==> src/rtl/conv_output_stage.sv <==
// Output stage of the 3x3 conv / 2x2 max-pool datapath: drops warm-up samples,
// decimates pooled outputs, requantises to int8 and buffers results for the writer.
module conv_output_stage #(
   parameter int IMAGE_WIDTH  = 128,
   parameter int IMAGE_HEIGHT = 128,
   parameter int ACC_WIDTH    = 20,
   parameter int FIFO_DEPTH   = 4
) (
   input  logic                 clk,
   input  logic                 rst,
   input  logic                 start,
   input  logic [7:0]           width,
   input  logic [7:0]           height,
   input  logic [1:0]           operation,
   input  logic [3:0]           shift,
   input  logic [ACC_WIDTH-1:0] acc_in,
   input  logic                 acc_valid,
   output logic [7:0]           pixel_out,
   output logic [15:0]          out_addr,
   output logic                 out_valid,
   input  logic                 out_ready,
   output logic                 busy,
   output logic                 done,
   output logic                 overflow
);

   localparam int COL_W  = $clog2(IMAGE_WIDTH + 1);
   localparam int ROW_W  = $clog2(IMAGE_HEIGHT + 1);
   localparam int SKIP_W = COL_W + 1;
   localparam int PTR_W  = $clog2(FIFO_DEPTH);
   localparam int CNT_W  = PTR_W + 1;

   localparam logic signed [ACC_WIDTH:0] SAT_MAX = (ACC_WIDTH+1)'(127);
   localparam logic signed [ACC_WIDTH:0] SAT_MIN = -(ACC_WIDTH+1)'(128);
   localparam logic signed [ACC_WIDTH:0] RND_ONE = (ACC_WIDTH+1)'(1);

   typedef enum logic [2:0] {
      S_IDLE  = 3'd0,
      S_SKIP  = 3'd1,
      S_RUN   = 3'd2,
      S_DRAIN = 3'd3,
      S_DONE  = 3'd4
   } state_t;

   state_t state_q, state_d;

   logic [7:0]        width_q, height_q;
   logic [1:0]        op_q;
   logic [3:0]        shift_q;
   logic [SKIP_W-1:0] skip_q;
   logic [COL_W-1:0]  col_q;
   logic [ROW_W-1:0]  row_q;
   logic [15:0]       idx_q;
   logic [PTR_W-1:0]  wr_q, rd_q;
   logic [CNT_W-1:0]  cnt_q;
   logic [7:0]        pix_mem_q  [FIFO_DEPTH];
   logic [15:0]       addr_mem_q [FIFO_DEPTH];
   logic              busy_q, busy_d, done_q, done_d, ovf_q;

   logic                        start_s, sample_s, last_s, skip_done_s;
   logic                        keep_s, pop_s, push_s, full_s;
   logic signed [ACC_WIDTH:0]   acc_ext_s, round_s, sum_s, scaled_s;
   logic [7:0]                  y_s;

   function automatic logic [7:0] sat8(input logic signed [ACC_WIDTH:0] v);
      logic [7:0] r;
      if (v > SAT_MAX) begin
         r = 8'h7f;
      end else if (v < SAT_MIN) begin
         r = 8'h80;
      end else begin
         r = v[7:0];
      end
      return r;
   endfunction

   // Requantise: round-half-up arithmetic shift for conv, plain clamp for max-pool.
   always_comb begin
      acc_ext_s = {acc_in[ACC_WIDTH-1], acc_in};
      if (shift_q != 4'd0) begin
         round_s = RND_ONE << (shift_q - 4'd1);
      end else begin
         round_s = {(ACC_WIDTH+1){1'b0}};
      end
      sum_s    = acc_ext_s + round_s;
      scaled_s = sum_s >>> shift_q;
      if (op_q == 2'd0) begin
         y_s = sat8(scaled_s);
      end else begin
         y_s = sat8(acc_ext_s);
      end
   end

   // Sample classification and FIFO handshake decisions.
   always_comb begin
      start_s     = start && (state_q == S_IDLE);
      sample_s    = acc_valid && (state_q == S_RUN);
      last_s      = sample_s && (col_q == COL_W'(width_q - 8'd1))
                             && (row_q == ROW_W'(height_q - 8'd1));
      skip_done_s = acc_valid && (state_q == S_SKIP) && (skip_q == SKIP_W'(width_q));
      if (op_q == 2'd0) begin
         keep_s = sample_s;
      end else begin
         keep_s = sample_s && row_q[0] && col_q[0];
      end
      pop_s  = (cnt_q != {CNT_W{1'b0}}) && out_ready;
      full_s = (cnt_q == CNT_W'(FIFO_DEPTH));
      push_s = keep_s && (!full_s || pop_s);
   end

   // State register.
   always_ff @(posedge clk) begin
      if (rst) begin
         state_q <= S_IDLE;
      end else begin
         state_q <= state_d;
      end
   end

   // Next-state logic.
   always_comb begin
      state_d = state_q;
      case (state_q)
         S_IDLE: begin
            if (!start) begin
               state_d = S_IDLE;
            end else if ((width == 8'd0) || (height == 8'd0)) begin
               state_d = S_DONE;
            end else if (operation == 2'd0) begin
               state_d = S_SKIP;
            end else if (operation == 2'd1) begin
               state_d = S_RUN;
            end else begin
               state_d = S_DONE;
            end
         end
         S_SKIP: begin
            if (skip_done_s) state_d = S_RUN;
            else             state_d = S_SKIP;
         end
         S_RUN: begin
            if (last_s) state_d = S_DRAIN;
            else        state_d = S_RUN;
         end
         S_DRAIN: begin
            if (cnt_q == {CNT_W{1'b0}}) state_d = S_DONE;
            else                        state_d = S_DRAIN;
         end
         S_DONE:  state_d = S_IDLE;
         default: state_d = S_IDLE;
      endcase
   end

   // Status outputs follow the state being entered so they can be registered.
   always_comb begin
      busy_d = 1'b0;
      done_d = 1'b0;
      case (state_d)
         S_SKIP, S_RUN, S_DRAIN: busy_d = 1'b1;
         S_DONE:                 done_d = 1'b1;
         default: begin
            busy_d = 1'b0;
            done_d = 1'b0;
         end
      endcase
   end

   // Registered status outputs.
   always_ff @(posedge clk) begin
      if (rst) begin
         busy_q <= 1'b0;
         done_q <= 1'b0;
      end else begin
         busy_q <= busy_d;
         done_q <= done_d;
      end
   end

   // Stage configuration, position counters, output index and FIFO storage.
   always_ff @(posedge clk) begin
      if (rst) begin
         width_q  <= 8'd0;
         height_q <= 8'd0;
         op_q     <= 2'd0;
         shift_q  <= 4'd0;
         skip_q   <= {SKIP_W{1'b0}};
         col_q    <= {COL_W{1'b0}};
         row_q    <= {ROW_W{1'b0}};
         idx_q    <= 16'd0;
         wr_q     <= {PTR_W{1'b0}};
         rd_q     <= {PTR_W{1'b0}};
         cnt_q    <= {CNT_W{1'b0}};
         ovf_q    <= 1'b0;
         for (int i = 0; i < FIFO_DEPTH; i++) begin
            pix_mem_q[i]  <= 8'd0;
            addr_mem_q[i] <= 16'd0;
         end
      end else if (start_s) begin
         width_q  <= width;
         height_q <= height;
         op_q     <= operation;
         shift_q  <= shift;
         skip_q   <= {SKIP_W{1'b0}};
         col_q    <= {COL_W{1'b0}};
         row_q    <= {ROW_W{1'b0}};
         idx_q    <= 16'd0;
         wr_q     <= {PTR_W{1'b0}};
         rd_q     <= {PTR_W{1'b0}};
         cnt_q    <= {CNT_W{1'b0}};
         ovf_q    <= 1'b0;
      end else begin
         if (acc_valid && (state_q == S_SKIP)) begin
            skip_q <= skip_q + SKIP_W'(1);
         end
         if (sample_s) begin
            if (col_q == COL_W'(width_q - 8'd1)) begin
               col_q <= {COL_W{1'b0}};
               row_q <= row_q + ROW_W'(1);
            end else begin
               col_q <= col_q + COL_W'(1);
            end
         end
         // A dropped sample still consumes an output index.
         if (keep_s) begin
            idx_q <= idx_q + 16'd1;
            if (push_s) begin
               pix_mem_q[wr_q]  <= y_s;
               addr_mem_q[wr_q] <= idx_q;
               wr_q             <= wr_q + PTR_W'(1);
            end else begin
               ovf_q <= 1'b1;
            end
         end
         if (pop_s) begin
            rd_q <= rd_q + PTR_W'(1);
         end
         if (push_s && !pop_s) begin
            cnt_q <= cnt_q + CNT_W'(1);
         end else if (pop_s && !push_s) begin
            cnt_q <= cnt_q - CNT_W'(1);
         end else begin
            cnt_q <= cnt_q;
         end
      end
   end

   assign pixel_out = pix_mem_q[rd_q];
   assign out_addr  = addr_mem_q[rd_q];
   assign out_valid = (cnt_q != {CNT_W{1'b0}});
   assign busy      = busy_q;
   assign done      = done_q;
   assign overflow  = ovf_q;

endmodule

==> config.mk <==
export PLATFORM = sky130hd
export DESIGN_NAME = conv_output_stage
export DESIGN_NICKNAME = d
export VERILOG_FILES = /design/src/rtl/conv_output_stage.sv
export SDC_FILE = /design/constraint.sdc
export NUM_CORES = 1
export LEC_CHECK = 0
export BUFFER_PORTS_ARGS = -buffer_cell sky130_fd_sc_hd__clkbuf_2
export CAP_MARGIN = 10
export CORE_MARGIN = 5
export CORE_UTILIZATION = 55
export DETAILED_ROUTE_END_ITERATION = 10
export PLACE_DENSITY_LB_ADDON = 0.05
export SETUP_SLACK_MARGIN = 0.05
export SLEW_MARGIN = 20
export SYNTH_ARGS = -nofsm -noshare
export SYNTH_HDL_FRONTEND = slang
export SYNTH_SLANG_ARGS = --single-unit
==> constraint.sdc <==
create_clock -name clk -period 9.25 [get_ports clk]
set_clock_uncertainty 0.05 [all_clocks]
set_input_delay 0.4625 -clock clk [delete_from_list [all_inputs] [get_ports clk]]
set_output_delay 0.4625 -clock clk [all_outputs]
set_load 0.05 [all_outputs]
; Word level (Yosys, flattened, before mapping)
; Memories as Yosys holds them, arrays and structs flattened. A register that Yosys moved wholly into a read port is not among the register bits.
; Cells that the tools add are included.
[totals]
register_bits = 76
ram_bits = 96
input_bits = 47
out_inout_bits = 28
wordCells = 118
memories = 2
[op_classes]
addsub = 12
order_cmp = 4
eq_ne = 12
n_shift = 2
muxes = 37
bitwise = 1
reduce_logical = 33
[memory_table]
columns = memory, depth, width, read_ports, rd_ports_with_merged_regs, wr, line_no
row1 = addr_mem_q, 4, 16, 1, 1, 4, 57  ; logic [15:0] addr_mem_q [FIFO_DEPTH];
row2 = pix_mem_q, 4, 8, 1, 1, 4, 56  ; logic [7:0] pix_mem_q [FIFO_DEPTH];
[op_table]
columns = op, n
row1 = two-way mux 8 bit, 7
row2 = adder 20 x 21 -> 21 bit, 1
row3 = > comparator 21 x 8 -> 1 bit (second input constant), 1
row4 = less-than comparator 21 x 8 -> 1 bit (second input constant), 1
row5 = two-way mux 21 bit, 1
row6 = two-way mux 3 bit, 7
row7 = << shifter 1 x 4 -> 21 bit (first input constant), 1
row8 = >>> shifter 21 x 4 -> 21 bit, 1
row9 = > comparator 20 x 8 -> 1 bit (second input constant), 1
row10 = less-than comparator 20 x 8 -> 1 bit (second input constant), 1
row11 = adder 16 x 1 -> 16 bit (second input constant), 1
row12 = adder 8 x 1 -> 8 bit (second input constant), 2
row13 = equality test 8 bit, 2
row14 = zero test 8 bit, 2
row15 = two-way mux 16 bit, 1
row16 = OR reduction 16 bit, 1
row17 = subtractor 8 x 1 -> 8 bit (second input constant), 2
row18 = two-way mux 2 bit, 7
row19 = two-way mux 1 bit, 13
row20 = equality test 3 x 2 -> 1 bit (second input constant), 4
row21 = logical AND 1 bit, 12
row22 = case mux 3 bit (4 select lines), 1
row23 = adder 9 x 1 -> 9 bit (second input constant), 1
row24 = equality test 9 x 8 -> 1 bit, 1
row25 = other kinds (19), 29

; Longest topological paths before layout
; Gate-level depths: netlist (run 1).
[depth]
depth_word = 13
depth_mapped = 20
mapped_depth_nobuf = 18

; Worst setup path before layout (run 1)
; Ideal clock, no wire load.
[synth_path]
path_kind = register to register
start = register shift_q[2]
end = memory pix_mem_q[2][0] (data pin)
setup_time_ns = 0.140
t_arrival_ns = 4.750
required_ns = 9.060
setup_slack_ns = 4.310
stages_incl_launch_ff = 21
path_buffers = 5
period_less_slack_ns = 4.940
cell_sequence = dfxtp_1 -> clkbuf_1 -> buf_1 -> clkbuf_1 -> buf_1 -> nand2_1 -> nor2_1 -> ha_1 -> buf_2 -> a21oi_1 -> o211ai_1 -> a22oi_1 -> nand2_1 -> xor2_2 -> mux2_2 -> o22ai_1 -> or4b_1 -> o41ai_2 -> a31oi_1 -> o32a_1 -> nor2_1
[synth_lines]
columns = item, line_no
row1 = "start, declared", 49  ; logic [3:0] shift_q;
row2 = "start signal, assigned", 202  ; shift_q <= shift;
row3 = "end, declared", 56

==> results.sh, run 1 <==
export IMPL_status="completed"
export IMPL_io_buffer_count=74
export IMPL_r2r_start="shift_q[1]"
export IMPL_drt_pass1_iterations=6
export IMPL_setup_viol=0
export IMPL_post_cts_buffers=0
export IMPL_synth_most_common_cell="nand2_1"
export IMPL_slowest_stage="dfxtp_1"
export IMPL_antenna_cells=0
export IMPL_gp_congestion=0.948
export IMPL_arrival_ns=6.17
export IMPL_reg2reg_to="pix_mem_q[1][6]"
export IMPL_slowest_delay_ns=0.74
export IMPL_cts_sinks=174
export IMPL_post_place_ws_ns=3.42
export IMPL_synth_seq_cells=174
export IMPL_grt_max_degree=43
export IMPL_cp_top_family="compound AO/OA/AOI/OAI gates"
export IMPL_ant_nets=0
export IMPL_rows=49
export IMPL_pin_count=75
export IMPL_grt_pass1_vias=7896
export IMPL_grt_pass1_wl_mm=40.8
export IMPL_setup_tns_final_ns=0
export IMPL_cts_buffers_inserted=17
export IMPL_min_period_over_period_pct=65.3
export IMPL_crit_required_ns=9.38
export IMPL_antenna_found_initial=0
export IMPL_worstSetupEndpointType="flip-flop"
export IMPL_ys_top_cells_by_count="nand2_1, nor2_1, edfxtp_1"
export IMPL_hpwlAfterDp_mm=17.2
export IMPL_drcViolationCount=0
export IMPL_fin_nets=1196
export IMPL_cp_buffers_inverters=2
export IMPL_syn_nets=1152
export IMPL_slew_headroom_pct=38.1
export IMPL_hold_violations=0
export IMPL_synth_cells=1080
export IMPL_path_cells="clkinv_1, nor2_1, nand2_1, inv_1, ha_1, a211oi_1, o211ai_1, a21oi_1, o21ai_1, xnor2_1, o221ai_2, o21ai_0, a31o_2, o2111ai_1, a2111oi_4, o22ai_1, and2_1"
export IMPL_min_period_ns=6.04
export IMPL_dpl_cell_count=1334
export IMPL_clock_root_buffer="clkbuf_16"
export IMPL_worstMarginPinSlew_ns=0.929
export IMPL_final_max_slew_viol_count=0
export IMPL_wl_mm=24.6
export IMPL_hold_ws_ns=0.213
export IMPL_synth_seq_area_share_pct=43.7
export IMPL_setup_ws_ns=3.21
export IMPL_ys_warn_count=0
export IMPL_fp_dieW_um=146
export IMPL_htree_levels=4
export IMPL_cp_max_fo=18
export IMPL_drive_above_1_share_pct=14.7
export IMPL_design_core_area_sq_mm=0.0181
export IMPL_start_util_pct=56.2
export IMPL_cap_violations=0
export IMPL_crit_type="reg -> reg"
export IMPL_ff2ff_setup_slack_ns=3.21
export IMPL_synth_top_area_share_pct=28.4
export IMPL_insertion_delay_ns=0.42
export IMPL_synth_avg_cell_area_sq_um=9.41
export IMPL_first_iter_violations=611
export IMPL_grt_usage_pct=23.3
export IMPL_vdd_ir_drop_max_mv=0.132
export IMPL_synth_top_cell_by_area="edfxtp_1"
export IMPL_tritoncts="yes"
export IMPL_max_freq_mhz=166
export IMPL_fin_area_sq_mm=0.0113
export IMPL_syn2layout_area_growth_pct=11.0
export IMPL_die_area_sq_mm=0.0213
export IMPL_placed_cell_area_sq_mm=0.0107
export IMPL_clk_path_buf_depth=2
export IMPL_ys_flop_type="edfxtp_1"
export IMPL_worstHoldStart="shift[0]"
export IMPL_ys_top_cells_by_area="edfxtp_1, dfxtp_1, mux4_2"
export IMPL_ff2ff_path_depth=17
export IMPL_cts_resized=0
export IMPL_viasPerCell=5.97
export IMPL_rsz0062_at_grt="no"
export IMPL_worst_hold_path_num_cells=3
export IMPL_min_to="shift_q[0]"
export IMPL_wl_per_cell_um=18.0
export IMPL_synth_edf_count=96
export IMPL_start_kind="flip-flop"
export IMPL_synthDistinctLibCells=74
export IMPL_vias=8152
export IMPL_clk_pin_slew_ns=0.07
export IMPL_fin_cells=1366
export IMPL_die_y_um=146
export IMPL_grt_ovfl_total=0
export IMPL_min_path_type="in -> reg"
export IMPL_power_density_mw_per_mm2=166
export IMPL_synth_area_sq_mm=0.0102
export IMPL_ctsHoldBuffers=0
export IMPL_p_leak_uw=0.00436
export IMPL_synthArstFlopShare_pct=0
## state kept, by name, summed over array words and instances (netlist names), 3 cells and up, named ones only
| name | count |
|---|---|
| shift_q | 4 |
| col_q | 8 |
| idx_q | 16 |
| row_q | 8 |
| pix_mem_q | 32 |
| addr_mem_q | 64 |
| cnt_q | 3 |
| width_q | 8 |
| height_q | 8 |
| skip_q | 9 |
| state_q | 3 |
## where the power goes
part           switching, uW  internal, uW
sequential              22.5           840
combinational            195           105
clock                    322           390
total                    539          1340
## worst min-delay path: stages
cell and delay [ns]:
clkbuf_2 0.08, nand2_1 0.04, a21oi_1 0.05
## layout by cell type (no fill, tap or decap), types with 10 or more instances in the layout
| cell | netlist | routed |
|---|---|---|
| ha_1 | 23 | 23 |
| nor2_1 | 120 | 120 |
| mux4_2 | 27 | 27 |
| nor3_1 | 21 | 20 |
| xor2_1 | 44 | 44 |
| xnor2_1 | 38 | 38 |
| o21ai_0 | 24 | 24 |
| clkbuf_16 | 0 | 17 |
| a21oi_1 | 79 | 79 |
| edfxtp_1 | 96 | 96 |
| buf_4 | 0 | 15 |
| inv_1 | 27 | 27 |
| dfxtp_1 | 78 | 77 |
| mux2i_1 | 10 | 10 |
| and2_1 | 36 | 36 |
| nor4_1 | 14 | 14 |
| nand2_1 | 124 | 124 |
| and3_1 | 56 | 56 |
| nand4_1 | 22 | 22 |
| nand3_1 | 29 | 29 |
| a211oi_1 | 14 | 14 |
| o211ai_1 | 13 | 13 |
| clkbuf_2 | 0 | 74 |
## per-layer routing
layer | up-vias | track usage, % | routed length [um]
met5 | - | 0 | 0
met2 | 239 | 37.1 | 11400
met3 | 30 | 3.27 | 1110
li1 | 4016 | - | -
met1 | 3867 | 33.7 | 11800
met4 | 0 | 5.94 | 293
## worst max-delay path by stage
stage	start	endpoint	slack, ns	depth (start not counted)
2_1_floorplan	shift_q[2]	pix_mem_q[2][0]	4.31	20
3_3_place_gp	shift_q[1]	pix_mem_q[1][6]	3.49	17
3_5_place_dp	shift_q[1]	pix_mem_q[1][6]	3.42	17
4_1_cts	shift_q[1]	pix_mem_q[1][6]	3.37	17
5_1_grt	shift_q[1]	pix_mem_q[2][3]	2.77	17
6_report	shift_q[1]	pix_mem_q[1][6]	3.21	17
## metrics by stage
| stage | power, uW | util, % |
|---|---|---|
| 2_1_floorplan | 1100 | - |
| 3_3_place_gp | 1170 | 59.2 |
| 3_5_place_dp | 1180 | 59.2 |
| 4_1_cts | 1880 | 62.4 |
| 5_1_grt | 1950 | 62.4 |
| 6_report | 1870 | 62.4 |
## kinds of logic after synthesis
family / after synthesis / share of synthesized area, %
other cells: 1 / 0.0369
buf+inv: 92 / 3.47
simple gates: 459 / 21.8
flops: 174 / 43.7
compound gates: 206 / 13.2
mux: 40 / 7.30
fa+ha+maj: 25 / 3.22
xor+xnor: 83 / 7.22
## final cells by class
| type | count | area [sq um] |
|---|---|---|
| sequential | 174 | 4450 |
| multi-input combinational | 814 | 5380 |
| fill | 1575 | 6800 |
| timing repair buffer | 89 | 483 |
| clock inverter | 13 | 145 |
| clock buffer | 19 | 443 |
| inverter | 28 | 105 |
| tap | 229 | 287 |
Note: power is estimated with default switching activity, not from simulation.
==> run 2, diff against run 1 <==
Clock period 9.25 ns to 5.8 ns, I/O delays scaled along.
==> run 2 against run 1 <==
Compared with the run above:
- register-to-register slack worse by 2.6 ns
- cell count grew 0.66%
- wire length increased by 0.79%
- clock power is 62% higher
- global-route usage is 0.10 points higher
- core utilization increased by 0.43 points
- sequential power grew 60%
- fmax up 17%
- combinational power grew 63%
- total power increased by 61%
- clock-buffer cell count rose by 1
- via count down 0.21%
- largest power group unchanged
==> results.sh, run 2 (synthesized netlist as in run 1, its figures left out) <==
export IMPL_hold_violations=0
export IMPL_antenna_found_initial=0
export IMPL_setup_ws_ns=0.628
export IMPL_min_period_over_period_pct=89.2
export IMPL_clk_pin_slew_ns=0.07
export IMPL_power_density_mw_per_mm2=265
export IMPL_largestRegisters="addr_mem_q x64, pix_mem_q x32, idx_q x16"
export IMPL_tritoncts="yes"
export IMPL_final_cell_mix="nand2_1, nor2_1, edfxtp_1, a21oi_1, dfxtp_1"
export IMPL_ant_nets=0
export IMPL_slowest_delay_ns=0.58
export IMPL_fin_cells=1375
export IMPL_drcViolationCount=0
export IMPL_worstSetupEndpointType="flip-flop"
export IMPL_min_period_ns=5.17
export IMPL_arrival_ns=5.31
export IMPL_fin_nets=1205
export IMPL_design_core_area_sq_mm=0.0181
export IMPL_gp_congestion=0.976
export IMPL_post_cts_buffers=0
export IMPL_rows=49
export IMPL_n_fill_cell=1533
export IMPL_clk_path_buf_depth=2
export IMPL_pin_count=75
export IMPL_final_max_slew_viol_count=0
export IMPL_fin_area_sq_mm=0.0114
export IMPL_area_sequential_sq_mm=0.00445
export IMPL_top_register="addr_mem_q"
export IMPL_cap_violations=0
export IMPL_io_buffer_count=74
export IMPL_drt_pass1_iterations=5
export IMPL_start_util_pct=56.2
export IMPL_fp_dieW_um=146
export IMPL_cts_buffers_inserted=17
export IMPL_dpl_cell_count=1343
export IMPL_path_cells="nand2_1, nor3_1, ha_1, o211ai_1, o211ai_1, a21oi_1, o21ai_1, xnor2_1, o221ai_2, o21ai_0, a31o_2, o2111ai_1, a2111oi_4, o22ai_1, and2_1"
export IMPL_vias=8135
export IMPL_grt_pass1_vias=7660
export IMPL_clock_root_buffer="clkbuf_16"
export IMPL_setup_tns_final_ns=0
export IMPL_setup_viol=0
export IMPL_viasPerCell=5.92
export IMPL_syn2layout_area_growth_pct=11.8
export IMPL_fin_util_pct=62.8
export IMPL_largest_reg_flops=64
export IMPL_cp_max_fo=11
export IMPL_ctsHoldBuffers=0
export IMPL_hpwlAfterDp_mm=17.6
export IMPL_die_y_um=146
export IMPL_post_place_ws_ns=0.763
export IMPL_wl_mm=24.8
export IMPL_insertion_delay_ns=0.43
export IMPL_grt_ovfl_total=0
export IMPL_htree_levels=4
export IMPL_grt_usage_pct=23.4
export IMPL_worstMarginPinSlew_ns=0.971
export IMPL_slowest_stage="dfxtp_1"
export IMPL_placed_cell_area_sq_mm=0.0108
export IMPL_wl_per_cell_um=18.0
export IMPL_max_freq_mhz=193
export IMPL_rsz0062_at_grt="no"
export IMPL_slew_headroom_pct=35.0
export IMPL_first_iter_violations=585
export IMPL_layout_commonest_cell="nand2_1"
export IMPL_grt_max_degree=43
export IMPL_cp_common_cell="o211ai_1"
export IMPL_status="completed"
export IMPL_drive_above_1_share_pct=15.4
export IMPL_cts_resized=0
export IMPL_crit_required_ns=5.94
export IMPL_p_leak_uw=0.00441
export IMPL_die_area_sq_mm=0.0213
export IMPL_min_path_type="in -> reg"
export IMPL_antenna_cells=0
export IMPL_cts_sinks=174
export IMPL_multiInputGateArea_sq_mm=0.00538
export IMPL_grt_pass1_wl_mm=40.7
export IMPL_vdd_ir_drop_max_mv=0.230
export IMPL_start_kind="flip-flop"
export IMPL_crit_type="reg -> reg"
==> run 2: area by class of cell <==
type	instances	area share, %
timing repair buffer	98	4.84
clock buffer	20	4.02
multi-input combinational	814	47.3
sequential	174	39.1
inverter	28	0.925
tap	229	2.52
clock inverter	12	1.23
==> run 2: worst max-delay path: cells and delay by family (launching register included) <==
family | cells | cell delay [ns]
xor gates and xnor gates | 1 | 0.44
adders and majority gates | 1 | 0.33
and+or+nand+nor | 3 | 0.94
AOI/OAI and AO/OA | 10 | 2.59
DFF | 1 | 0.58
==> run 2: path summary, 6_finish.rpt <==
kind | from | to | slack [ns] | depth (start not counted)
hold / removal | shift[2] | shift_q[2] | 0.04 | 3
hold reg to reg | op_q[0] | op_q[0] | 0.41 | 2
setup reg to reg | shift_q[0] | pix_mem_q[2][5] | 0.63 | 15
setup / recovery | shift_q[0] | pix_mem_q[2][5] | 0.63 | 15
==> run 2: through the flow <==
stage / hold WS (ns) / power [uW]
finish: 0.0402 / 3010
global placement: 0.398 / 1890
detailed placement: 0.399 / 1890
global route: 0.0454 / 3130
CTS: 0.0250 / 3020
floorplan: 0.376 / 1750
==> run 2: power by group <==
part           total (uW)  internal [uW]  switching, uW
sequential           1380           1340           35.3
clock                1150            636            510
combinational         489            173            316
total                3010           2150            861
==> run 2: per-layer routing <==
metal	part of all wire, %	GRT usage, %
met4	1.4	5.89
met1	47	33.5
met3	5.1	3.61
met5	0	0
met2	47	37.4
==> run 3, diff against run 2 <==
Clock period 5.8 ns to 5 ns, I/O delays scaled along.
==> run 3 against run 2 <==
Compared with the run above:
- first-iteration DRC count up 3.6%
- register-to-register slack worse by 0.41 ns
- core utilization up 0.93 points
- non-clock buffer count up 12
- fmax up 8.1%
- critical path depth up 2
- via count up 0.53%
- design area up 1.5%
- sequential share of layout area down 0.56 points
- clock power up 15%
- worst setup slack worse by 0.41 ns
- wire length up 1.1%
==> results.sh, run 3 (synthesized netlist as in run 1, its figures left out) <==
export IMPL_wl_mm=25.1
export IMPL_die_area_sq_mm=0.0213
export IMPL_largestRegisters="addr_mem_q x64, pix_mem_q x32, idx_q x16"
export IMPL_crit_required_ns=5.22
export IMPL_startpoint="shift_q[0]"
export IMPL_clk_path_buf_depth=2
export IMPL_top_usage_layer="met2"
export IMPL_worstHoldStart="width[4]"
export IMPL_cts_sinks=174
export IMPL_wl_per_cell_um=18.1
export IMPL_gp_congestion=0.963
export IMPL_syn2layout_area_growth_pct=13.4
export IMPL_dpl_cell_count=1353
export IMPL_htree_levels=4
export IMPL_rsz0062_at_grt="no"
export IMPL_power_uw=3500
export IMPL_layout_commonest_cell="nand2_1"
export IMPL_crit_type="reg -> reg"
export IMPL_drt_pass1_iterations=5
export IMPL_final_cell_mix="nand2_1, nor2_1, edfxtp_1, a21oi_1, dfxtp_1"
export IMPL_max_freq_mhz=209
export IMPL_cts_buffers_inserted=17
export IMPL_grt_ovfl_total=0
export IMPL_rows=49
export IMPL_hpwlAfterDp_mm=17.8
export IMPL_grt_max_degree=43
export IMPL_status="completed"
export IMPL_worstMarginPinSlew_ns=0.954
export IMPL_grt_pass1_wl_mm=41.3
export IMPL_largest_reg_flops=64
export IMPL_worstSetupEndpointType="flip-flop"
export IMPL_p_clk_share_pct=37.8
export IMPL_arrival_ns=5.00
export IMPL_cp_max_fo=13
export IMPL_start_util_pct=56.2
export IMPL_placed_cell_area_sq_mm=0.0108
export IMPL_fin_area_sq_mm=0.0115
export IMPL_final_max_slew_viol_count=0
export IMPL_start_kind="flip-flop"
export IMPL_fp_dieW_um=146
export IMPL_cap_violations=0
export IMPL_setup_tns_final_ns=0
export IMPL_drcViolationCount=0
export IMPL_design_core_area_sq_mm=0.0181
export IMPL_use_met2_pct=37.3
export IMPL_pin_count=75
export IMPL_grt_usage_pct=23.7
export IMPL_slew_headroom_pct=36.1
export IMPL_power_switching_uw=1020
export IMPL_viasPerCell=5.89
export IMPL_min_period_over_period_pct=95.7
export IMPL_fin_cells=1388
export IMPL_p_leak_uw=0.00450
export IMPL_ant_nets=0
export IMPL_grtUsageMet3_pct=3.55
export IMPL_hold_violations=0
export IMPL_top_register="addr_mem_q"
export IMPL_drive_above_1_share_pct=16.8
export IMPL_antenna_found_initial=1
export IMPL_clock_root_buffer="clkbuf_16"
export IMPL_min_path_type="in -> reg"
export IMPL_use_met1_pct=34.5
export IMPL_tritoncts="yes"
export IMPL_combPwrFrac_pct=16.7
export IMPL_sequentialPowerShare_pct=45.5
export IMPL_r2r_start="shift_q[0]"
export IMPL_grt_pass1_vias=7910
export IMPL_io_buffer_count=74
export IMPL_first_iter_violations=606
export IMPL_insertion_delay_ns=0.42
export IMPL_power_density_mw_per_mm2=304
export IMPL_fin_nets=1217
export IMPL_vias=8178
export IMPL_clk_pin_slew_ns=0.07
export IMPL_vdd_ir_drop_max_mv=0.253
export IMPL_setup_viol=0
export IMPL_die_y_um=146
export IMPL_swShare_pct=29.2
export IMPL_min_period_ns=4.78
export IMPL_intPower_uw=2480
## run 3: cell types whose count changed in the layout (fill, tap and decap cells not counted), sizes merged
cell / previous run / this run
dlygate4sd3: 0 / 1
clkinvlp: 1 / 0
diode: 0 / 1
buf: 24 / 35
clkbuf: 94 / 92
clkinv: 2 / 8
inv: 36 / 33
## run 3: cell type report
type	instances	area, sq um
Fill cell	1527	6550
Multi-Input combinational cell	814	5450
Sequential cell	174	4450
Timing Repair Buffer	110	643
Clock buffer	18	429
Tap cell	229	287
Clock inverter	14	173
Inverter	28	105
Antenna cell	1	2.50
## run 3: power groups by stage
stage                     Clock (uW)  Combinational (uW)  Sequential [uW]
after CTS                       1340                 572             1590
after detailed placement           0                 569             1630
after global placement             0                 568             1620
final                           1320                 587             1590
after global routing            1410                 638             1600
after floorplan                    0                 421             1610
## run 3: critical path, stage by stage (launching register included)
cell	delay [ns]
dfxtp_1	0.42
buf_4	0.22
nand2_1	0.13
buf_4	0.20
nor2_1	0.16
ha_2	0.26
nand3_2	0.16
o211ai_1	0.33
a22oi_1	0.15
nand2_1	0.20
xor2_4	0.26
mux2_2	0.25
o22ai_1	0.14
or4b_1	0.57
o41ai_4	0.37
a31oi_4	0.18
o32a_1	0.44
nor2_1	0.12
## run 3: worst paths after layout
path | endpoint | slack [ns] | depth (start not counted)
worst max-delay path | pix_mem_q[2][0] | 0.22 | 17
worst min-delay path | width_q[4] | 0.007 | 3
worst max register to register | pix_mem_q[2][0] | 0.22 | 17
worst min register to register | op_q[0] | 0.41 | 2
## run 3: what timing repair did
| item | in CTS | in global routing |
|---|---|---|
| setup endpoints to repair | 0 | 28 |
| setup buffers | 0 | 1 |
| hold buffers | 1 | 0 |
| gates resized for setup | 0 | 11 |
| hold endpoints to repair | 1 | 0 |
## run 3: layer usage
layer | wire length, um | part of all wire (%) | up-vias
li1 | - | - | 4042
met1 | 12100 | 48 | 3869
met5 | 0 | 0 | -
met3 | 1130 | 4.5 | 31
met2 | 11400 | 46 | 236
met4 | 392 | 1.6 | 0
## run 3: through the flow
step           worst slack, ns  util (%)  hold WS [ns]
2_1_floorplan           0.0596         -         0.336
3_3_place_gp            0.0831      59.9         0.395
3_5_place_dp             0.162      59.9         0.405
4_1_cts                  0.107      63.3      0.000785
5_1_grt                 0.0605      63.8       0.00170
6_report                 0.216      63.8       0.00691
